===== config.mk =====
export PLATFORM = sky130hd
export DESIGN_NAME = cell_block_energy_window
export DESIGN_NICKNAME = d
export VERILOG_FILES = /design/src/rtl/cell_block_energy_window.sv
export SDC_FILE = /design/constraint.sdc
export NUM_CORES = 2
export LEC_CHECK = 0
export CAP_MARGIN = 5
export CORE_ASPECT_RATIO = 1.2
export CORE_MARGIN = 1
export CORE_UTILIZATION = 45
export CTS_CLUSTER_SIZE = 40
export DETAILED_ROUTE_END_ITERATION = 8
export SYNTH_ARGS = -nofsm -noshare
export SYNTH_HDL_FRONTEND = slang
export SYNTH_SLANG_ARGS = --single-unit

===== constraint.sdc =====
create_clock -name aclk -period 8.4 [get_ports aclk]
set_clock_uncertainty 0.1 [all_clocks]
set_input_delay 2.1 -clock aclk [delete_from_list [all_inputs] [get_ports aclk]]
set_output_delay 2.1 -clock aclk [all_outputs]
set_load 0.1 [all_outputs]

===== src/rtl/cell_block_energy_window.sv =====
// -----------------------------------------------------------------------------
// cell_block_energy_window
//
// Sits after the per-cell sum-of-squares stage of the HOG normalisation path.
// Cell energies arrive one per accepted sos_valid, in raster order. A single
// cell-row line buffer holds the previous row. Two left-neighbour registers hold
// the cell to the left in the current row and in the row above. Together they
// form the 2x2 block energy
//   E(r-1,c-1) + E(r-1,c) + E(r,c-1) + E(r,c)
// which is emitted one cycle after cell (r,c) is accepted, for r>=1 and c>=1.
// The block is reported at position (r-1,c-1).
//
// Ports
//   aclk            clock
//   arest_n         asynchronous active-low reset
//   frame_start     one-cycle pulse: start a new frame (clears counters/overrun)
//   sos_valid       cell energy valid, one-cycle pulse per cell
//   sum_of_squares  unsigned cell energy, TOTAL_BIT_WIDTH bits
//   block_valid     one-cycle pulse with each block sum
//   block_sum       unsigned 2x2 block energy, TOTAL_BIT_WIDTH+2 bits
//   block_row       block row index, 0..CELLS_H-2
//   block_col       block column index, 0..CELLS_W-2
//   frame_done      one-cycle pulse together with the last block of a frame
//   overrun         sticky: a cell arrived after the frame was complete
// -----------------------------------------------------------------------------
module cell_block_energy_window #(
   parameter int TOTAL_BIT_WIDTH = 35,
   parameter int CELLS_W         = 32,
   parameter int CELLS_H         = 32,
   // Historical simulation-only NBA delay; the logic here is zero-delay.
   parameter int DELAY           = 1
) (
   input  logic                       aclk,
   input  logic                       arest_n,
   input  logic                       frame_start,
   input  logic                       sos_valid,
   input  logic [TOTAL_BIT_WIDTH-1:0] sum_of_squares,
   output logic                       block_valid,
   output logic [TOTAL_BIT_WIDTH+1:0] block_sum,
   output logic [5:0]                 block_row,
   output logic [5:0]                 block_col,
   output logic                       frame_done,
   output logic                       overrun
);

   localparam int         SUM_W        = TOTAL_BIT_WIDTH + 2;
   localparam int         ADDR_W       = (CELLS_W > 1) ? $clog2(CELLS_W) : 1;
   localparam logic [5:0] COL_LAST     = 6'(CELLS_W - 1);
   localparam logic [5:0] ROW_LAST     = 6'(CELLS_H - 1);
   localparam int         DELAY_UNUSED = DELAY;

   typedef enum logic [1:0] {
      ST_IDLE,
      ST_RUN,
      ST_DONE
   } state_t;

   // Four unsigned operands, zero-extended so the sum can never wrap.
   function automatic logic [SUM_W-1:0] block_add(
      input logic [TOTAL_BIT_WIDTH-1:0] a,
      input logic [TOTAL_BIT_WIDTH-1:0] b,
      input logic [TOTAL_BIT_WIDTH-1:0] c,
      input logic [TOTAL_BIT_WIDTH-1:0] d
   );
      block_add = {2'b00, a} + {2'b00, b} + {2'b00, c} + {2'b00, d};
   endfunction

   // Control state
   state_t     state_q, state_d;
   logic [5:0] row_q, row_d;
   logic [5:0] col_q, col_d;
   logic       overrun_q, overrun_d;

   // Datapath state
   logic [TOTAL_BIT_WIDTH-1:0] linebuf_q [CELLS_W];
   logic [TOTAL_BIT_WIDTH-1:0] cur_left_q, cur_left_d;
   logic [TOTAL_BIT_WIDTH-1:0] up_left_q, up_left_d;

   // Output registers
   logic             block_valid_q, block_valid_d;
   logic [SUM_W-1:0] block_sum_q, block_sum_d;
   logic [5:0]       block_row_q, block_row_d;
   logic [5:0]       block_col_q, block_col_d;
   logic             frame_done_q, frame_done_d;

   // Decode of the current cell
   logic [5:0]                 row_cur;
   logic [5:0]                 col_cur;
   logic                       accept;
   logic                       last_cell;
   logic                       emit;
   logic [TOTAL_BIT_WIDTH-1:0] lb_rd;

   // A frame_start coinciding with sos_valid makes that sample cell (0,0) of
   // the new frame. The position is therefore taken from a cleared counter
   // that same cycle.
   always_comb begin
      row_cur   = frame_start ? 6'd0 : row_q;
      col_cur   = frame_start ? 6'd0 : col_q;
      accept    = sos_valid && (frame_start || (state_q == ST_RUN));
      last_cell = (row_cur == ROW_LAST) && (col_cur == COL_LAST);
      emit      = accept && (row_cur != 6'd0) && (col_cur != 6'd0);
   end

   // Read-before-write: this is E(r-1,c) until the write at the clock edge.
   assign lb_rd = linebuf_q[col_cur[ADDR_W-1:0]];

   // Next-state: frame_start always restarts. Accepting the last cell
   // completes the frame.
   always_comb begin
      state_d = state_q;
      if (accept && last_cell) begin
         state_d = ST_DONE;
      end else if (frame_start) begin
         state_d = ST_RUN;
      end
   end

   // Position counters and sticky overrun
   always_comb begin
      row_d     = row_cur;
      col_d     = col_cur;
      overrun_d = overrun_q;
      if (accept) begin
         if (col_cur == COL_LAST) begin
            col_d = 6'd0;
            row_d = (row_cur == ROW_LAST) ? 6'd0 : row_cur + 6'd1;
         end else begin
            col_d = col_cur + 6'd1;
         end
      end
      if (frame_start) begin
         overrun_d = 1'b0;
      end else if ((state_q == ST_DONE) && sos_valid) begin
         overrun_d = 1'b1;
      end
   end

   // Left neighbours and block output. cur_left/up_left carry stale values
   // across a row wrap, which is harmless because column 0 never emits.
   always_comb begin
      cur_left_d    = cur_left_q;
      up_left_d     = up_left_q;
      block_valid_d = emit;
      frame_done_d  = emit && last_cell;
      block_sum_d   = block_sum_q;
      block_row_d   = block_row_q;
      block_col_d   = block_col_q;
      if (accept) begin
         cur_left_d = sum_of_squares;
         up_left_d  = lb_rd;
      end
      if (emit) begin
         block_sum_d = block_add(up_left_q, lb_rd, cur_left_q, sum_of_squares);
         block_row_d = row_cur - 6'd1;
         block_col_d = col_cur - 6'd1;
      end
   end

   always_ff @(posedge aclk or negedge arest_n) begin
      if (!arest_n) begin
         state_q       <= ST_IDLE;
         row_q         <= '0;
         col_q         <= '0;
         overrun_q     <= 1'b0;
         cur_left_q    <= '0;
         up_left_q     <= '0;
         block_valid_q <= 1'b0;
         block_sum_q   <= '0;
         block_row_q   <= '0;
         block_col_q   <= '0;
         frame_done_q  <= 1'b0;
      end else begin
         state_q       <= state_d;
         row_q         <= row_d;
         col_q         <= col_d;
         overrun_q     <= overrun_d;
         cur_left_q    <= cur_left_d;
         up_left_q     <= up_left_d;
         block_valid_q <= block_valid_d;
         block_sum_q   <= block_sum_d;
         block_row_q   <= block_row_d;
         block_col_q   <= block_col_d;
         frame_done_q  <= frame_done_d;
      end
   end

   // Line buffer is never read before it is written within a frame, so it
   // carries no reset.
   always_ff @(posedge aclk) begin
      if (accept) begin
         linebuf_q[col_cur[ADDR_W-1:0]] <= sum_of_squares;
      end
   end

   assign block_valid = block_valid_q;
   assign block_sum   = block_sum_q;
   assign block_row   = block_row_q;
   assign block_col   = block_col_q;
   assign frame_done  = frame_done_q;
   assign overrun     = overrun_q;

endmodule


## Yosys cells after proc, flatten, opt, wreduce, memory -nomap -nowiden

Memories as Yosys holds them, arrays and structs flattened.
Index checks and enable logic that the tools add are counted.

- Input port bits: 39
- Memory bits (writable): 1120
- Register bits after elaboration: 136
- Memories: 1
- Output and inout bits: 52

Memory list:

| memory | depth | bits a word | read ports | clocked after Yosys merged registers in | wr ports | line | RTL |
|---|---|---|---|---|---|---|---|
| linebuf_q | 32 | 35 | 1 | 0 | 1 | 75 | `logic [TOTAL_BIT_WIDTH-1:0] linebuf_q [CELLS_W];` |

- Reductions and logical operators: 12
- Equality and inequality tests: 4
- $add $sub $neg: 7
- Muxes and demuxes: 13

Operator list:

| kind | number |
|---|---|
| two-way mux 6 bit | 7 |
| adder 36 x 35 -> 37 bit | 1 |
| adder 37 x 35 -> 37 bit | 1 |
| adder 35 x 35 -> 36 bit | 1 |
| adder 6 x 1 -> 6 bit (second input constant) | 2 |
| equality test 6 x 5 -> 1 bit (second input constant) | 2 |
| nonzero test 6 bit | 2 |
| subtractor 6 x 1 -> 6 bit (second input constant) | 2 |
| logical AND 1 bit | 7 |
| two-way mux 1 bit | 4 |
| two-way mux 2 bit | 2 |
| nonzero test 2 bit | 2 |
| equality test 2 x 1 -> 1 bit (second input constant) | 1 |
| equality test 2 bit (second input constant) | 1 |
| logical OR 1 bit | 1 |

## Depth between registers and ports, before layout

- Word-level depth: 6
- Mapped depth: 23
- Gate-level depth less buffers: 18

## Worst setup path after synthesis

Ideal clock, no wire load.

- Path type: input -> register
- Start point: input frame_start
- End point: register block_sum_q[31], in the netlist block_sum[31]
- Data arrival time: 6051 ps
- Stages on the path: 19
- Required time: 8169 ps
- Setup slack: 2117 ps
- Buffers on the path: 4
- Cell sequence: buf_6 buf_4 buf_2 buf_1 nor3_1 o221ai_1 nand4_1 a21oi_1 fa_1 inv_1 ha_1 fa_1 a21o_1 a221o_1 a31oi_2 a21oi_2 a21oi_2 nor4_1 or3_1

- Word-level cells in the longest chain between the ends: 5

RTL lines:

| what | line | RTL |
|---|---|---|
| start: declaration | 35 | `input logic frame_start,` |
| two-way mux 6 bit | 99 | `col_cur = frame_start ? 6'd0 : col_q;` |
| memory (32 x 35 bit) | -- |  |
| adder 35 x 35 -> 36 bit | 65 | `block_add = {2'b00, a} + {2'b00, b} + {2'b00, c} + {2'b00, d};` |
| adder 36 x 35 -> 37 bit | 65 |  |
| adder 37 x 35 -> 37 bit | 65 |  |
| end signal: assignment | 181 | `block_sum_q <= block_sum_d;` |
| end: declaration | 81 | `logic [SUM_W-1:0] block_sum_q, block_sum_d;` |

Several ways; a longest one is shown, not always the timed one.
A chain may end at the register's enable or synchronous reset.

## Worst setup path in the final report

- Start point: input frame_start
- End point: register block_sum_q[32], in the netlist block_sum[32]

Same word-level chain as after synthesis.

==> flow_summary.toml <==
[worst_setup_path]
path_class = "input pin to flop"
crit_fanout = 91
critPathSlowestCell = "fa_1"
startpoint_type = "input pin"
cp.required_ns = 8.91
reg2reg_to = "block_sum[30]"
r2r_slack_ns = 2.11
crit_chain = "buf_4 > nor2b_4 > inv_8 > buf_4 > o22ai_1 > o21ai_0 > o22ai_1 > a2111o_1 > fa_1 > inv_1 > ha_1 > a21oi_1 > nor2_1 > a211oi_1 > o31ai_1 > a21oi_1 > a21boi_0 > o21ai_0"
rr_worst_depth = 16
end_kind = "flop"
arrival_ns = 7.26
slowest_delay_ns = 0.67
r2r_start = "col_q[2]"

[sta]
slew_headroom_pct = 23.15
hold_viol = 0
max_freq_ghz = 0.1481
timing.final.crit_share_pct = 80.38
fin_crit_ns = 6.752
rsz0062_at_grt = "no"
slew_violations = 0
finalWorstSetupSlack_ns = 1.648
worst_pin_slew_ns = 1.150
fin_setup_tns_ns = 0
final-setup-viol-count = 0

[floorplanning]
ios = 91
die-width_um = 314.5
start_util_pct = 45.36
fp.dieH_um = 376.9
core_um2 = 116200
num_rows = 137
die_area_um2 = 118500

[cts]
postCtsHoldBufs = 0
clock_sinks = 1256
cts_resized = 0
root_buffer = "clkbuf_16"
numCtsBuffers = 117
clock_path_buffers = 3
cts_tree = "done"
clkLatencyLatePin_ns = 0.74
path_clk_slew_ns = 0.06
postCtsSetupBuffers = 0
htree_levels = 3

[drt]
routed_wl_um = 148800
drc = 0
vias = 32307
wl_per_cell_um = 27.70
ant_nets = 0
dr.first_iter.drc_count = 3565
drt_first_pass_iters = 6
vias_per_cell = 6.012

[grt]
grt_pass1_vias = 31105
grtUsageTotal_pct = 24.98
grt_max_degree = 162
grt-ovfl-total = 0
grt_pass1_wl_um = 214700
antenna_found_initial = 2

[worst_hold_path]
hold_depth = 2
min_delay_worst_endpoint = "block_col[5]"
hp-start = "block_col[5]"
hp-class = "flop to flop"

[finish]
area_delta_synth_final_pct = 13.11
final_layout_size_suffix_gt1_share_pct = 12.28
num_antenna_cells = 0
num-nets-final = 3902
post-route-cell-area_um2 = 59630

[power]
pwr_density_cell_nw_per_um2 = 257.6
ir_worst_vdd_mv = 0.1731
total_leakage_power_nw = 20.36
finalPower_mw = 15.36

[outcome]
outcome = "finished clean"

[synth]
netlist_area_um2 = 52720
syn_nets = 3804
synth_area_per_cell_um2 = 14.44
yosys_warnings = 0
synthArstFlopShare_pct = 10.83
synth-seq-cells = 1256
synth_cell_types = 68
seq_area_frac_synth_pct = 70.25
synthCells = 3651
synth_edf_count = 1120
ys_dominant_reg_cell = "edfxtp_1"

[placement]
preCtsSetupSlack_ns = 1.072
io_buffers = 90
routabilityCongestion = 0.8963
place_area_um2 = 55720
hpwlAfterDp_um = 91160

[run]
maxCapViolCount = 0
per-layer routing:
layer | vias up | routed length [um] | global-route usage (%)
met5 | - | 13 | 0
met4 | 2 | 3968 | 7.602
met3 | 252 | 11980 | 4.139
met2 | 1461 | 70990 | 40.33
met1 | 16477 | 61890 | 34.69
li1 | 14115 | - | -
worst max path at each step:
| stage | start | endpoint | slack (ns) | cells past startpoint |
|---|---|---|---|---|
| floorplan | frame_start | block_sum[31] | 2.12 | 19 |
| global placement | frame_start | block_sum[32] | 1.04 | 18 |
| detailed placement | frame_start | block_sum[32] | 1.07 | 18 |
| CTS | frame_start | block_sum[32] | 1.87 | 18 |
| global route | frame_start | block_sum[32] | 1.53 | 18 |
| finish | frame_start | block_sum[32] | 1.65 | 18 |
worst max-delay path: cells and delay by family:
kind	cells	cell delay [ns]
AO/OA/AOI/OAI	10	2.69
adder cells (fa/ha/maj)	2	1.06
buffers and inverters	4	1.11
AND/OR/NAND/NOR	2	0.18
state kept, by name, summed over array words and instances (netlist names), 2 cells and up:
register and count:
linebuf_q 1120, block_sum 37, cur_left_q 35, up_left_q 35, block_col 6, block_row 6
col_q 6, row_q 6, state_q 2
cell type report:
class	instances	area [um^2]
Tap cell	1529	1913
Multi-Input combinational cell	2024	14280
Timing Repair Buffer	217	1996
Clock buffer	137	3024
Clock inverter	78	855.8
Sequential cell	1256	37040
Inverter	133	514.2
Fill cell	9669	56590
synth_stat cells, drive strengths merged, types with 30 or more instances:
library cell,count,share of area (%)
edfxtp,1120,64
nand2,447,3.2
o21ai,175,1.7
buf,153,1.7
dfrtp,136,6.5
inv,133,0.95
nor2,128,0.93
mux2i,114,2.2
o22ai,113,1.3
a21oi,105,1.0
clkbuf,85,0.61
a31oi,80,0.96
a211oi,72,1.0
a221oi,72,1.2
fa,70,2.7
nor2b,69,0.83
o221ai,65,1.1
nand3,55,0.52
o211ai,51,0.73
nor3,50,0.56
ha,44,1.0
or2,42,0.50
mux2,32,0.68
mux4,30,1.3
logic make-up after synthesis:
kind of cell / Yosys count / share of synthesized area, %
DFF: 1256 / 70.25
muxes: 176 / 4.130
AOI/OAI and AO/OA: 828 / 10.56
xor gates and xnor gates: 38 / 0.6313
buffers and inverters: 371 / 3.218
adders and majority gates: 114 / 3.702
and+or+nand+nor: 868 / 7.512
power breakdown:
group          leakage, nW  switching (mW)  internal [mW]  total (mW)
combinational         6.66            1.97           1.02        2.99
clock                 1.87            2.36           3.07        5.42
sequential            11.8          0.0515           6.89        6.94
total                 20.4            4.38           11.0        15.4
metrics by stage:
step | util (%) | cells | hold slack, ns
after floorplan | - | 3651 | 0.3556
after CTS | 51.29 | 5373 | 0.3735
after global routing | 51.31 | 5374 | 0.3903
after detailed placement | 47.95 | 5158 | 0.3597
final | 51.31 | 5374 | 0.3673
after global placement | 47.95 | 5158 | 0.3521
placed cells by master, fill, tap and decap left out, types with 91 or more instances in the layout:
cell	count
a21oi_1	103
buf_4	117
clkbuf_16	119
dfrtp_1	133
edfxtp_1	1120
inv_1	130
mux2i_1	114
nand2_1	445
nor2_1	91
o21ai_0	127
o22ai_1	113
Note: power is estimated with default switching activity, not from simulation.
